File: config.mk
export PLATFORM = sky130hd
export DESIGN_NAME = fila_param
export DESIGN_NICKNAME = d
export VERILOG_FILES = /design/src/rtl/fila_pkg.sv /design/src/rtl/fila_param_detector_borda.sv /design/src/rtl/fila_param.sv
export SDC_FILE = /design/constraint.sdc
export NUM_CORES = 1
export LEC_CHECK = 0
export CAP_MARGIN = 30
export CORE_ASPECT_RATIO = 1.4
export CORE_MARGIN = 2
export CORE_UTILIZATION = 55
export CTS_BUF_LIST = sky130_fd_sc_hd__clkbuf_4 sky130_fd_sc_hd__clkbuf_8
export DETAILED_ROUTE_END_ITERATION = 16
export GPL_TIMING_DRIVEN = 0
export HOLD_SLACK_MARGIN = 0.08
export MAX_ROUTING_LAYER = met4
export PLACE_DENSITY = 0.76
export REMOVE_ABC_BUFFERS = 1
export SLEW_MARGIN = 5
export SYNTH_ARGS = -nofsm -noshare
export SYNTH_HDL_FRONTEND = slang
export SYNTH_SLANG_ARGS = --single-unit
File: constraint.sdc
create_clock -name clock_10KHz -period 3.3 [get_ports clock_10KHz]
set_clock_uncertainty 0.2 [all_clocks]
set_input_delay 0.825 -clock clock_10KHz [delete_from_list [all_inputs] [get_ports clock_10KHz]]
set_output_delay 0.825 -clock clock_10KHz [all_outputs]
set_load 0.05 [all_outputs]
File: src/rtl/fila_pkg.sv
// fila_pkg: shared FSM state and queue-order types for the fila_param queue.
package fila_pkg;
    typedef enum logic [1:0] {IDLE, OP, FLUSH} state_t;
    typedef enum logic {FIFO, LIFO} mode_t;
endpackage

File: src/rtl/fila_param_detector_borda.sv
// detector_borda: one-cycle pulse on the rising edge of a level input.
module detector_borda (
    input  logic clock_10KHz,
    input  logic reset,
    input  logic level_in,
    output logic pulse_out
);
    logic level_q;
    always_ff @(posedge clock_10KHz or posedge reset)
        if (reset) level_q <= 1'b0;
        else level_q <= level_in;
    assign pulse_out = level_in & ~level_q;
endmodule

File: src/rtl/fila_param.sv
// fila_param: edge-triggered FIFO/LIFO queue; requests detected in IDLE commit one cycle later in OP.
module fila_param
    import fila_pkg::*;
#(
    parameter int DATA_W = 8,
    parameter int DEPTH  = 8,
    parameter int LEN_W  = $clog2(DEPTH) + 1
) (
    input  logic              clock_10KHz,
    input  logic              reset,
    input  logic              enqueue_in,
    input  logic              dequeue_in,
    input  logic              clear_in,
    input  logic              mode_lifo_in,
    input  logic [DATA_W-1:0] data_in,
    output logic [DATA_W-1:0] data_out,
    output logic              data_valid_out,
    output logic [LEN_W-1:0]  len_out,
    output logic              full_out,
    output logic              empty_out,
    output logic              overflow_out,
    output logic              underflow_out
);
    localparam int PTR_W = $clog2(DEPTH);
    state_t state, state_nx;
    mode_t mode;
    logic enq_ev, deq_ev, enq_q, deq_q;
    logic [DATA_W-1:0] data_q;
    logic [DATA_W-1:0] mem [DEPTH];
    logic [PTR_W-1:0] wr_ptr, wr_ptr_nx, head, top, rd_addr, wr_addr;
    logic [LEN_W-1:0] len, len_nx;
    logic commit, wr_en, pop, pass, ovf_set, udf_set, lifo;

    detector_borda u_enq (.clock_10KHz, .reset, .level_in(enqueue_in), .pulse_out(enq_ev));
    detector_borda u_deq (.clock_10KHz, .reset, .level_in(dequeue_in), .pulse_out(deq_ev));

    assign full_out  = len == LEN_W'(DEPTH);
    assign empty_out = len == '0;
    assign len_out   = len;
    assign lifo      = mode == LIFO;
    // FIFO head is derived from the write pointer so only one pointer needs flushing
    assign head      = wr_ptr - len[PTR_W-1:0];
    assign top       = wr_ptr - PTR_W'(1);

    always_comb begin
        state_nx  = clear_in ? FLUSH : (state == IDLE && (enq_ev || deq_ev)) ? OP : IDLE;
        commit    = state == OP && !clear_in;
        pop       = commit && deq_q && !empty_out;
        pass      = commit && enq_q && deq_q && empty_out;
        wr_en     = commit && enq_q && (deq_q ? !empty_out : !full_out);
        ovf_set   = commit && enq_q && !deq_q && full_out;
        udf_set   = commit && deq_q && !enq_q && empty_out;
        rd_addr   = lifo ? top : head;
        // LIFO pop+push replaces the top in place
        wr_addr   = (lifo && pop) ? top : wr_ptr;
        wr_ptr_nx = (wr_en && !(lifo && pop)) ? wr_ptr + PTR_W'(1) :
                    (lifo && pop && !wr_en) ? top : wr_ptr;
        len_nx    = (wr_en && !pop) ? len + LEN_W'(1) :
                    (pop && !wr_en) ? len - LEN_W'(1) : len;
    end

    always_ff @(posedge clock_10KHz or posedge reset) begin
        if (reset) begin
            state          <= IDLE;
            mode           <= FIFO;
            enq_q          <= 1'b0;
            deq_q          <= 1'b0;
            data_q         <= '0;
            wr_ptr         <= '0;
            len            <= '0;
            data_out       <= '0;
            data_valid_out <= 1'b0;
            overflow_out   <= 1'b0;
            underflow_out  <= 1'b0;
        end else begin
            state          <= state_nx;
            data_valid_out <= pop || pass;
            if (state == IDLE && !clear_in) begin
                enq_q  <= enq_ev;
                deq_q  <= deq_ev;
                data_q <= data_in;
            end
            if (state == FLUSH) begin
                wr_ptr        <= '0;
                len           <= '0;
                overflow_out  <= 1'b0;
                underflow_out <= 1'b0;
            end else begin
                wr_ptr        <= wr_ptr_nx;
                len           <= len_nx;
                overflow_out  <= overflow_out || ovf_set;
                underflow_out <= underflow_out || udf_set;
            end
            if (pop) data_out <= mem[rd_addr];
            else if (pass) data_out <= data_q;
            if (empty_out) mode <= mode_lifo_in ? LIFO : FIFO;
        end
    end

    always_ff @(posedge clock_10KHz)
        if (wr_en) mem[wr_addr] <= data_q;
endmodule

## After elaboration in Yosys (flattened, before gate mapping)

Memory sizes are Yosys's and may differ from the RTL's.
Cells that the tools add are included.

| word-level totals | value |
|---|---|
| input port bits | 14 |
| memories kept | 1 |
| RAM bits | 64 |
| bits in registers | 33 |
| output and inout port bits | 17 |

Memories:

| name | depth | width | read ports | clocked after memory_dff | write ports | RTL line | RTL |
|---|---|---|---|---|---|---|---|
| mem | 8 | 8 | 1 | 0 | 1 | fila_param.sv:29 | `logic [DATA_W-1:0] mem [DEPTH];` |

| operators by class | value |
|---|---|
| bitwise gates (word level) | 4 |
| muxes and demuxes | 18 |
| add/sub/neg operators | 5 |
| reduce and logical (&&, ||, !) cells | 35 |
| equality and inequality tests | 3 |

Operators with widths:

| operator | count |
|---|---|
| 1-bit logical AND | 18 |
| 8-bit 2-to-1 mux | 2 |
| 3-bit 2-to-1 mux | 5 |
| 4-bit 2-to-1 mux | 3 |
| 1-bit zero test | 8 |
| 1-bit 2-to-1 mux | 7 |
| 3-bit nonzero test | 2 |
| 4-bit by 1-bit adder with 4-bit output, second input constant | 1 |
| 4-bit equality test, second input constant | 1 |
| 4-bit zero test | 1 |
| 1-bit logical OR | 4 |
| 4-bit by 1-bit subtractor with 4-bit output, second input constant | 1 |
| 3-bit by 1-bit adder with 3-bit output, second input constant | 1 |
| 3-bit by 1-bit subtractor with 3-bit output, second input constant | 1 |
| 3-bit subtractor | 1 |
| 1-bit AND | 2 |
| 2-bit by 1-bit equality test with 1-bit output, second input constant | 1 |
| 2-bit equality test, second input constant | 1 |
| 2-bit zero test | 1 |
| 2-bit 2-to-1 mux | 1 |
| 1-bit NOT | 2 |
| 2-bit nonzero test | 1 |

## Logic depth before layout (Yosys ltp)

Gate-level depths: netlist of run 1.

| depth | value |
|---|---|
| depth after elaboration | 9 |
| depth in mapped cells | 10 |
| mapped depth without buffers | 9 |

## By module

Synthesis of run 1 repeated with hierarchy kept, for this count alone.

| second synthesis, totals | value |
|---|---|
| cell total of the unflattened synthesis | 337 |
| area, all modules | 4357.9 µm² |

Modules (own cells, without submodules):

| module | cells each | area an instance (µm²) | times used |
|---|---|---|---|
| fila_param | 331 | 4272.8 | 1 |
| detector_borda | 3 | 42.5 | 2 |

## Worst setup path after synthesis of run 1

OpenSTA, ideal clock, no wires.

| timing path | value |
|---|---|
| path type | register -> register |
| from | register len[0] (netlist: len_out[0]) |
| to | memory mem[1][0], enable pin |
| setup slack | 0.268 ns |
| cell stages (with the launch flop) | 8 |
| data required time | 2.717 ns |
| buffers on the path | 2 |
| library setup time | 0.383 ns |
| data arrival time | 2.448 ns |
| cell sequence | dfrtp_1 -> or4_4 -> buf_6 -> and3_1 -> buf_6 -> nor3_1 -> a31oi_1 -> nor3_1 |

| on the way | value |
|---|---|
| cells in the longest elaborated chain, start to end | 6 |
| elaborated cells on any way between the ends | 11 |
| classes of those cells | eq/ne: 1; mux: 4; reduce/logical: 6 |

RTL lines:

| element | RTL line | RTL |
|---|---|---|
| start, declared | fila_param.sv:31 | `logic [LEN_W-1:0] len, len_nx;` |
| start signal, assigned | fila_param.sv:90 | `len <= len_nx;` |
| 4-bit equality test or 4-bit zero test (tied branches) | fila_param.sv:37, fila_param.sv:38 |  |
| 1-bit zero test, on equally long branches | fila_param.sv:50, fila_param.sv:48 |  |
| 1-bit 2-to-1 mux | fila_param.sv:50 | `wr_en = commit && enq_q && (deq_q ? !empty_out : !full_out);` |
| 1-bit logical AND | fila_param.sv:50 |  |
| 1-bit 2-to-1 mux | fila_param.sv:101 | `if (wr_en) mem[wr_addr] <= data_q;` |
| 1-bit 2-to-1 mux (not written as such) | fila_param.sv:101 |  |
| end, declared | fila_param.sv:29 |  |

Several ways; a longest one is shown, not always the timed one.

## Worst setup path in the final report of run 1

| timing path | value |
|---|---|
| from | input clear_in |
| to | memory mem[6][7], enable pin |

| on the way | value |
|---|---|
| cells in the longest elaborated chain, start to end | 6 |
| elaborated cells on any way between the ends | 10 |
| classes of those cells | mux: 3; reduce/logical: 7 |

RTL lines:

| element | RTL line | RTL |
|---|---|---|
| start, declared | fila_param.sv:13 | `input logic clear_in,` |
| 1-bit zero test (*) | fila_param.sv:47 | `commit = state == OP && !clear_in;` |
| 1-bit logical AND (*) | fila_param.sv:47 |  |
| 1-bit logical AND, on equally long branches (2 in series) | fila_param.sv:50, fila_param.sv:48 |  |
| 1-bit 2-to-1 mux or 1-bit logical AND (tied branches) | fila_param.sv:101, fila_param.sv:55 |  |
| 1-bit 2-to-1 mux (not written as such) or 3-bit 2-to-1 mux (tied branches) | fila_param.sv:101, fila_param.sv:55 |  |

Every way passes the cells marked *; elsewhere a longest branch is shown, timed or not.

==> metrics list, run 1 <==
- Number of warnings reported in the yosys synthesis log: 0
- Worst Reg2Reg Path Length in Cells: 5
* Combinational family with the most area after synthesis: multiplexers
- Least-Margin Pin Slew: between 800 and 900 ps
- Global-route wire length before repair: 13,000 um
* Die height: ~110 um
- MaxCap Viol Count: 0
- Fraction of the yosys area taken by sequential cells: 65.1%
- Entering global routing, the biggest net connects 18 pins.
* Portion of total power attributed to the clock network: 27.7%
* Avg Cell Area, Syn: 15.0 um2
* Post-Syn Instances: 281
- Counting along the longest clock path gives a buffer depth of 2.
- Detailed Route WL: 8280 um
- Proportion of power drawn by flip-flops and latches: 55.2%
* Final Hold Vio Count: 0
- Top-count cell post-synth: sky130_fd_sc_hd__edfxtp_1
- Crit path setup slack, layout: -111 ps
- Wire length per cell: 19.5 um
- Portion of synthesized cell area occupied by the leading cell type: 45.6%
- Simple-Gate Fraction of Synth Area: 10.1%
- Setup violations remaining at the end of the flow were counted as 24.
* Switch share: 28.5%
- Data arrives at the worst endpoint at 3200 ps.
- Global-route usage over all layers: 21.7%
* FILL cells: 538
- Setup repair after global routing missed its margin: yes
- Required time at the endpoint of the critical path: 3090 ps
- Residual DRC count: 0
- Summing all placed instances gives a cell area of about 4600 um2.
* Clock tree from TritonCTS: built
- The first detailed-routing pass took 6 iterations.
* Vias in the first global route: 2,554
* Result of the run: finished with violations
- The initial antenna violation count came to 0.
* Max FO, Critical Path: 8
- The detail route stage leaves a number of antenna-violating nets equal to 0.
- Netlist cell types: 48
- Class of the worst hold path: register to register
- IR analysis of the VDD net gives a maximum drop of 0.405 mV.
- The floorplan step defined a core boundary enclosing 7410 um2.
- Cell internal power was estimated by the tool at 1.86 mW.
- Endpoint class of the critical path: register
- Final net count: approximately 340
* Number of top-level pins: 31
* Final max-slew violation count: 0
* Number of flops mapped to enable cells by yosys: between 60 and 70
- Headroom to the max-slew limit came out at 44.9%.
- Of the total synthesized cell area, the portion taken by full adders, half adders and majority gates is around 2.4%.
- Number of hold buffers added after CTS: 0
* Final HPWL from detailed placement: 5720 um
* Min-Delay Endpoint: overflow_out
- The synthesized netlist devotes under 10% of its cell area to compound gates.
- F_max: 0.293 GHz
- Share of post-route cells with drive strength above 1: 14.0%
- Area grow syn2layout: 16.0%
- After global routing the overflow that remains totals 0.
* Top cells by area, synth: sky130_fd_sc_hd__edfxtp_1 (46%), sky130_fd_sc_hd__dfrtp_1 (20%), sky130_fd_sc_hd__mux4_1 (8.1%)
- Setup Total Neg Slack: -1560 ps
* Root Buffer Master: sky130_fd_sc_hd__clkbuf_8
* Power per cell area: 530 nW/um2
- The checks that failed: setup timing.
- For this design the static power due to leakage is 1.89 nW.
- The H-tree was split into 3 levels.
- Buffers on Ports: 30
- Count of state elements after synthesis: 97
- Hold path startpoint: overflow_out
- Worst slack, placed: -466 ps
- Flop-to-flop setup slack: between 150 and 200 ps
- Async SR Flop Fraction: 34.0%
- The worst hold path was traced through 2 stages.
- Reg2reg end: mem[6][7]
- Dividing the detail-routed via count by the number of cells gives 5.96.
- Combinational cells account for 17.1% of the total power.
* Netlist area before placement: 4220 um2
* Floorplan die width: between 70 and 80 um
* Clk pin slew, worst setup/hold paths: approximately 90 ps
- Final instance area: 4890 um2
* Total number of vias: 2,532
- Clock period minus worst slack: 3410 ps
- sky130_fd_sc_hd__edfxtp_1 takes more of the synthesized area than any other cell.
- Once the floorplan was initialized, standard cells occupied 57.0% of the core.
- The repair_antennas step left the layout with diodes totalling 0.
* Detailed Route Iter0 Violations: 301
* Final Wtd Congestion: slightly above 0.9
- Clock sinks: 97
- The clock reaches the later pin of the worst-skew pair after approximately 360 ps.
* Die Area: 8400 um2
- Commonest cells in the netlist: sky130_fd_sc_hd__edfxtp_1 (64), sky130_fd_sc_hd__nand2_1 (50), sky130_fd_sc_hd__dfrtp_1 (33), sky130_fd_sc_hd__mux4_1 (13), sky130_fd_sc_hd__nor2_1 (13)
- Net Switching: 0.738 mW
- After layout, the worst path uses 103% of the clock period.
* Number of buffers inserted during clock tree synthesis: 9
* Most used flip-flop cell after synthesis: sky130_fd_sc_hd__edfxtp_1
- The worst register-to-register path begins at len_out[0].
- Synthesized-area fraction occupied by xor and xnor cells: 2.28%
* Category of the most critical setup path: input pin to register
- Of the post-synthesis cell area, the part taken by muxes is between 10% and 20%.
- The worst setup path is launched from an input pin.
* Row count: 37
[area by class of cell]
class / count / area [um2] / share of cell area (%)
sequential: 97 / 2750 / 56.1
tap: 97 / 121 / 2.48
multi-input combinational: 161 / 1400 / 28.5
inverter: 13 / 48.8 / 0.997
clock inverter: 6 / 48.8 / 0.997
timing repair buffer: 41 / 400 / 8.18
clock buffer: 10 / 131 / 2.68
[worst max-delay path by stage]
stage	startpoint	endpoint	slack, ps	depth (start not counted)
detailed placement	clear_in	mem[0][7]	-470	6
CTS	clear_in	mem[6][7]	-80	6
global placement	clear_in	mem[7][3]	-640	5
global route	clear_in	mem[0][6]	-240	6
floorplan	len_out[0]	data_out[2]	60	7
finish	clear_in	mem[6][7]	-110	6
[per-layer routing]
layer,part of all wire [%],routed length (um),global-route usage (%)
met1,39,3210,25.6
met2,54,4430,36.1
met3,5.3,438,5.54
met4,2.4,195,8.52
met5,0,0,-
[state kept, by name (all words and copies together), names as in the netlist]
signal          flops
mem                64
data_out            8
data_q              8
len_out             4
wr_ptr              3
state               2
data_valid_out      1
deq_q               1
enq_q               1
lifo                1
overflow_out        1
u_deq.level_q       1
u_enq.level_q       1
underflow_out       1
[worst max-delay path, stage by stage]
cell and delay [ps]:
sky130_fd_sc_hd__clkdlybuf4s50_1 460, sky130_fd_sc_hd__and4bb_2 460, sky130_fd_sc_hd__and3_1 450, sky130_fd_sc_hd__xnor2_4 200, sky130_fd_sc_hd__nand2_2 140, sky130_fd_sc_hd__nor2_1 660
[per-stage QoR]
| stage | cells | total power [mW] | util, % | hold slack [ps] |
|---|---|---|---|---|
| floorplan | 271 | 1.72 | - | 291 |
| global placement | 398 | 1.85 | 61.7 | 292 |
| detailed placement | 404 | 1.88 | 62.6 | 294 |
| CTS | 420 | 2.58 | 65.0 | 320 |
| global route | 425 | 2.69 | 66.1 | 354 |
| finish | 425 | 2.59 | 66.1 | 314 |
[logic make-up after synthesis]
logic type,after synthesis
adders and majority gates,7
AOI/OAI and AO/OA,37
DFF,97
buffers and inverters,23
and+or+nand+nor,89
muxes,20
xor gates and xnor gates,8
[cells in the final DEF, fill, tap and decap left out, types with 2 or more instances in the layout]
cell type	n
sky130_fd_sc_hd__clkbuf_8	9
sky130_fd_sc_hd__o21ai_0	6
sky130_fd_sc_hd__nor3_1	7
sky130_fd_sc_hd__nor2_1	12
sky130_fd_sc_hd__nand2b_1	4
sky130_fd_sc_hd__a21oi_1	6
sky130_fd_sc_hd__fa_1	2
sky130_fd_sc_hd__a21o_1	2
sky130_fd_sc_hd__edfxtp_1	64
sky130_fd_sc_hd__ha_1	5
sky130_fd_sc_hd__nand2_1	50
sky130_fd_sc_hd__buf_2	3
sky130_fd_sc_hd__a222oi_1	8
sky130_fd_sc_hd__mux4_2	3
sky130_fd_sc_hd__inv_6	3
sky130_fd_sc_hd__xnor2_1	5
sky130_fd_sc_hd__inv_1	12
sky130_fd_sc_hd__mux2i_1	2
sky130_fd_sc_hd__mux2i_4	2
sky130_fd_sc_hd__buf_4	6
sky130_fd_sc_hd__nor3_2	2
sky130_fd_sc_hd__clkdlybuf4s50_1	28
sky130_fd_sc_hd__a31oi_1	5
sky130_fd_sc_hd__and3_1	2
sky130_fd_sc_hd__and2_1	2
sky130_fd_sc_hd__mux4_1	13
sky130_fd_sc_hd__dfrtp_1	33
[repair_timing]
action,4_1_cts,5_1_grt
pin swaps,0,0
hold endpoints to repair,0,0
gates resized for setup,1,9
setup endpoints to repair,37,57
setup buffers,0,4
[power groups by stage]
stage	registers (mW)	logic, mW	clock network [mW]
after floorplan	1.47	0.251	0
after global placement	1.45	0.396	0
after detailed placement	1.46	0.422	0
after CTS	1.43	0.423	0.723
after global routing	1.44	0.478	0.774
final	1.43	0.444	0.717
No activity file was read; power rests on OpenSTA's default activity.
==> run 2: changes to the inputs <==
--- a/config.mk
+++ b/config.mk
@@ -16,6 +16,7 @@
 export MAX_ROUTING_LAYER = met4
 export PLACE_DENSITY = 0.76
 export REMOVE_ABC_BUFFERS = 1
+export SKIP_LAST_GASP = 1
 export SLEW_MARGIN = 5
 export SYNTH_ARGS = -nofsm -noshare
 export SYNTH_HDL_FRONTEND = slang
==> run 2 against run 1 <==
- the run still ends with setup timing left
- global-route usage stayed put
- fmax fell by 0.17%
- cell count unchanged
- design area shrank 0.31%
- non-clock buffer count unchanged
- sequential power about the same
- wire length shrank 1.2%
- sequential share of layout area is 0.17 points higher
- critical path depth is the same
- register-to-register slack barely moved
- largest cell class unchanged
- largest power group unchanged
- highest routed layer unchanged
==> metrics list, run 2 (same netlist as run 1, synthesis figures left out) <==
- Wire length per cell: 19.3 um (was 19.5 um)
- The count of pins over their slew limit is 0 (unchanged).
- Clock period minus worst slack: 3420 ps (was 3410 ps)
- The die boundary height came to 108 um (unchanged).
- The flip-flop count of the largest register, all copies and words added came to 64 (unchanged).
* F_max: 0.293 GHz (about the same)
- Final core occ: 65.9% (was 66.1%)
- Most frequent cells in the layout: sky130_fd_sc_hd__edfxtp_1 (64), sky130_fd_sc_hd__nand2_1 (50), sky130_fd_sc_hd__dfrtp_1 (33) (unchanged)
* Floorplan die width: 78.0 um (unchanged)
- The number of clock sinks was 97 (unchanged).
* Total grt overflow: 0 (unchanged)
- Non-filler cells, final: 425 (unchanged)
- The first-pass GRT wire length is 13,000 um (unchanged).
* Clock network latency to the later pin of the worst-skew pair: 360 ps (about the same)
- The post-route DRC violation count was 0 (unchanged).
- Endpoints failing setup: 24 (unchanged)
- Vias in the first global route: 2,554 (unchanged)
- The ratio of final minimum period to clock period was 104% (was 103%).
- Headroom to the max-slew limit: 44.2% (was 44.9%)
- The number of placed instances, taps included was 404 (unchanged).
- Final Hold Vio Count: 0 (unchanged)
- Required time at the endpoint of the critical path: 3090 ps (about the same)
* Register with the most flip-flops: mem (unchanged)
- The CTS tree is built (unchanged).
* Number of buffers between clock root and the deepest sink: 2 (unchanged)
* IR drop worst, VDD: 0.406 mV (was 0.405 mV)
- The worst hold slack across all endpoints was 314 ps (about the same).
- The initial cell density of the core is 57.0% (unchanged).
* Class of the worst hold path: register to register (unchanged)
- The post-route total power came to 2.59 mW (about the same).
- The detailed-router iteration count before antenna repair was 5 (was 6).
- The post-route antenna net violation count was 0 (unchanged).
- The HPWL after detailed placement is 5720 um (unchanged).
* Least-Margin Pin Slew: 834 ps (was 824 ps)
- The initial antenna violation count came to 0 (unchanged).
* Final Wtd Congestion: 0.908 (unchanged)
* Endpoint class of the critical path: register (unchanged)
* Area grow syn2layout: 15.7% (was 16.0%)
- The number of diodes is 0 (unchanged).
- The aggregate negative setup slack came to -1830 ps (was -1560 ps).
- The number of levels the H-tree was split into came to 3 (unchanged).
* Worst slack, placed: -466 ps (unchanged)
* Pin count of the biggest net entering global routing: 18 (unchanged)
* MaxCap Viol Count: 0 (unchanged)
- Result of the run: finished with violations (unchanged)
* Regs by FF count: mem x64, data_out x8, data_q x8 (unchanged)
* Total number of vias: 2,516 (was 2,532)
- The critical path launch point type is an input pin (unchanged).
- Final instance area: 4880 um2 (was 4890 um2)
- The startpoint-to-endpoint class of the critical path is input pin to register (unchanged).
* Via density: 5.92 (was 5.96)
- The boundary pin count is 31 (unchanged).
- Root Buffer Master: sky130_fd_sc_hd__clkbuf_8 (unchanged)
* Clk pin slew, worst setup/hold paths: 90 ps (about the same)
- The count of input and output buffers is 30 (unchanged).
- Detailed Route WL: 8180 um (was 8280 um)
- Placed Instance Area: 4630 um2 (unchanged)
* Setup repair after global routing missed its margin: yes (unchanged)
- The least setup slack across all paths after layout is -117 ps (was -111 ps).
- Number of hold buffers added after CTS: 0 (unchanged)
- Data arrival time of the critical path: 3200 ps (about the same)
- Row count: 37 (unchanged)
- The initial detailed-routing violation count was 287 (was 301).
- Most common cell after layout, fill and taps aside: sky130_fd_sc_hd__edfxtp_1 (unchanged)
- Number of buffers inserted during clock tree synthesis: 9 (unchanged)
* Global-route usage over all layers: 21.7% (unchanged)
- The setup slack of the most critical reg-to-reg path was 200 ps (was 190 ps).
- The power density relative to cell area is 531 nW/um2 (was 530 nW/um2).
* Static power due to leakage: 1.89 nW (about the same)
- Final net count: 344 (unchanged)
- Max FO, Critical Path: 8 (unchanged)
* Die Area: 8400 um2 (unchanged)
- Failing checks: setup timing (unchanged)
- The area of the core was 7410 um2 (unchanged).
- Share of post-route cells with drive strength above 1: 13.1% (was 14.0%)
==> run 2: cell count changes in the layout (fill, tap and decap cells not counted) <==
cell,previous run,this run
sky130_fd_sc_hd__nand4bb_1,0,1
sky130_fd_sc_hd__a221oi_2,1,0
sky130_fd_sc_hd__a21oi_1,6,7
sky130_fd_sc_hd__a21oi_2,1,0
sky130_fd_sc_hd__nand4bb_2,1,0
sky130_fd_sc_hd__a221oi_1,0,1
==> run 2: critical path: stages <==
cell                              delay, ps
sky130_fd_sc_hd__clkdlybuf4s50_1        470
sky130_fd_sc_hd__and4bb_2               470
sky130_fd_sc_hd__and3_1                 440
sky130_fd_sc_hd__xnor2_4                200
sky130_fd_sc_hd__nand2_2                140
sky130_fd_sc_hd__nor2_1                 660
==> run 2: final cells by class <==
| class | instances | area (um2) |
|---|---|---|
| flip-flops and latches | 97 | 2750 |
| inverters | 13 | 48.8 |
| fillers | 536 | 2530 |
| well taps | 97 | 121 |
| clock buffers | 10 | 131 |
| clock inverters | 6 | 48.8 |
| multi-input cells | 161 | 1380 |
| repair buffers | 41 | 400 |
==> run 2: path summary, 6_finish.rpt <==
check,endpoint,from,cells after the start
worst max-delay path,mem[6][7],clear_in,6
worst min-delay path,overflow_out,overflow_out,2
worst max register to register,mem[6][7],len_out[0],5
worst min register to register,overflow_out,overflow_out,2
max in group asynchronous,data_out[3],reset,3
min in group asynchronous,enq_q,reset,2
==> run 2: timing repair <==
item | 4_1_cts | 5_1_grt
setup endpoints to repair | 37 | 57
buffers inserted | 0 | 4
gates resized for setup | 1 | 6
==> run 2: routing by layer <==
layer | track usage, % | vias up | part of all wire, %
li1 | - | 1148 | -
met1 | 25.6 | 1251 | 39
met2 | 36.1 | 95 | 53
met3 | 5.54 | 22 | 5.2
met4 | 8.52 | 0 | 2.9
met5 | - | - | 0
==> run 2: power by group <==
part / switching [mW] / internal [mW] / leakage [nW] / total [mW]
Combinational: 0.239 / 0.204 / 0.782 / 0.443
Clock: 0.422 / 0.294 / 0.0907 / 0.716
Sequential: 0.0743 / 1.36 / 1.01 / 1.43
Total: 0.735 / 1.85 / 1.89 / 2.59
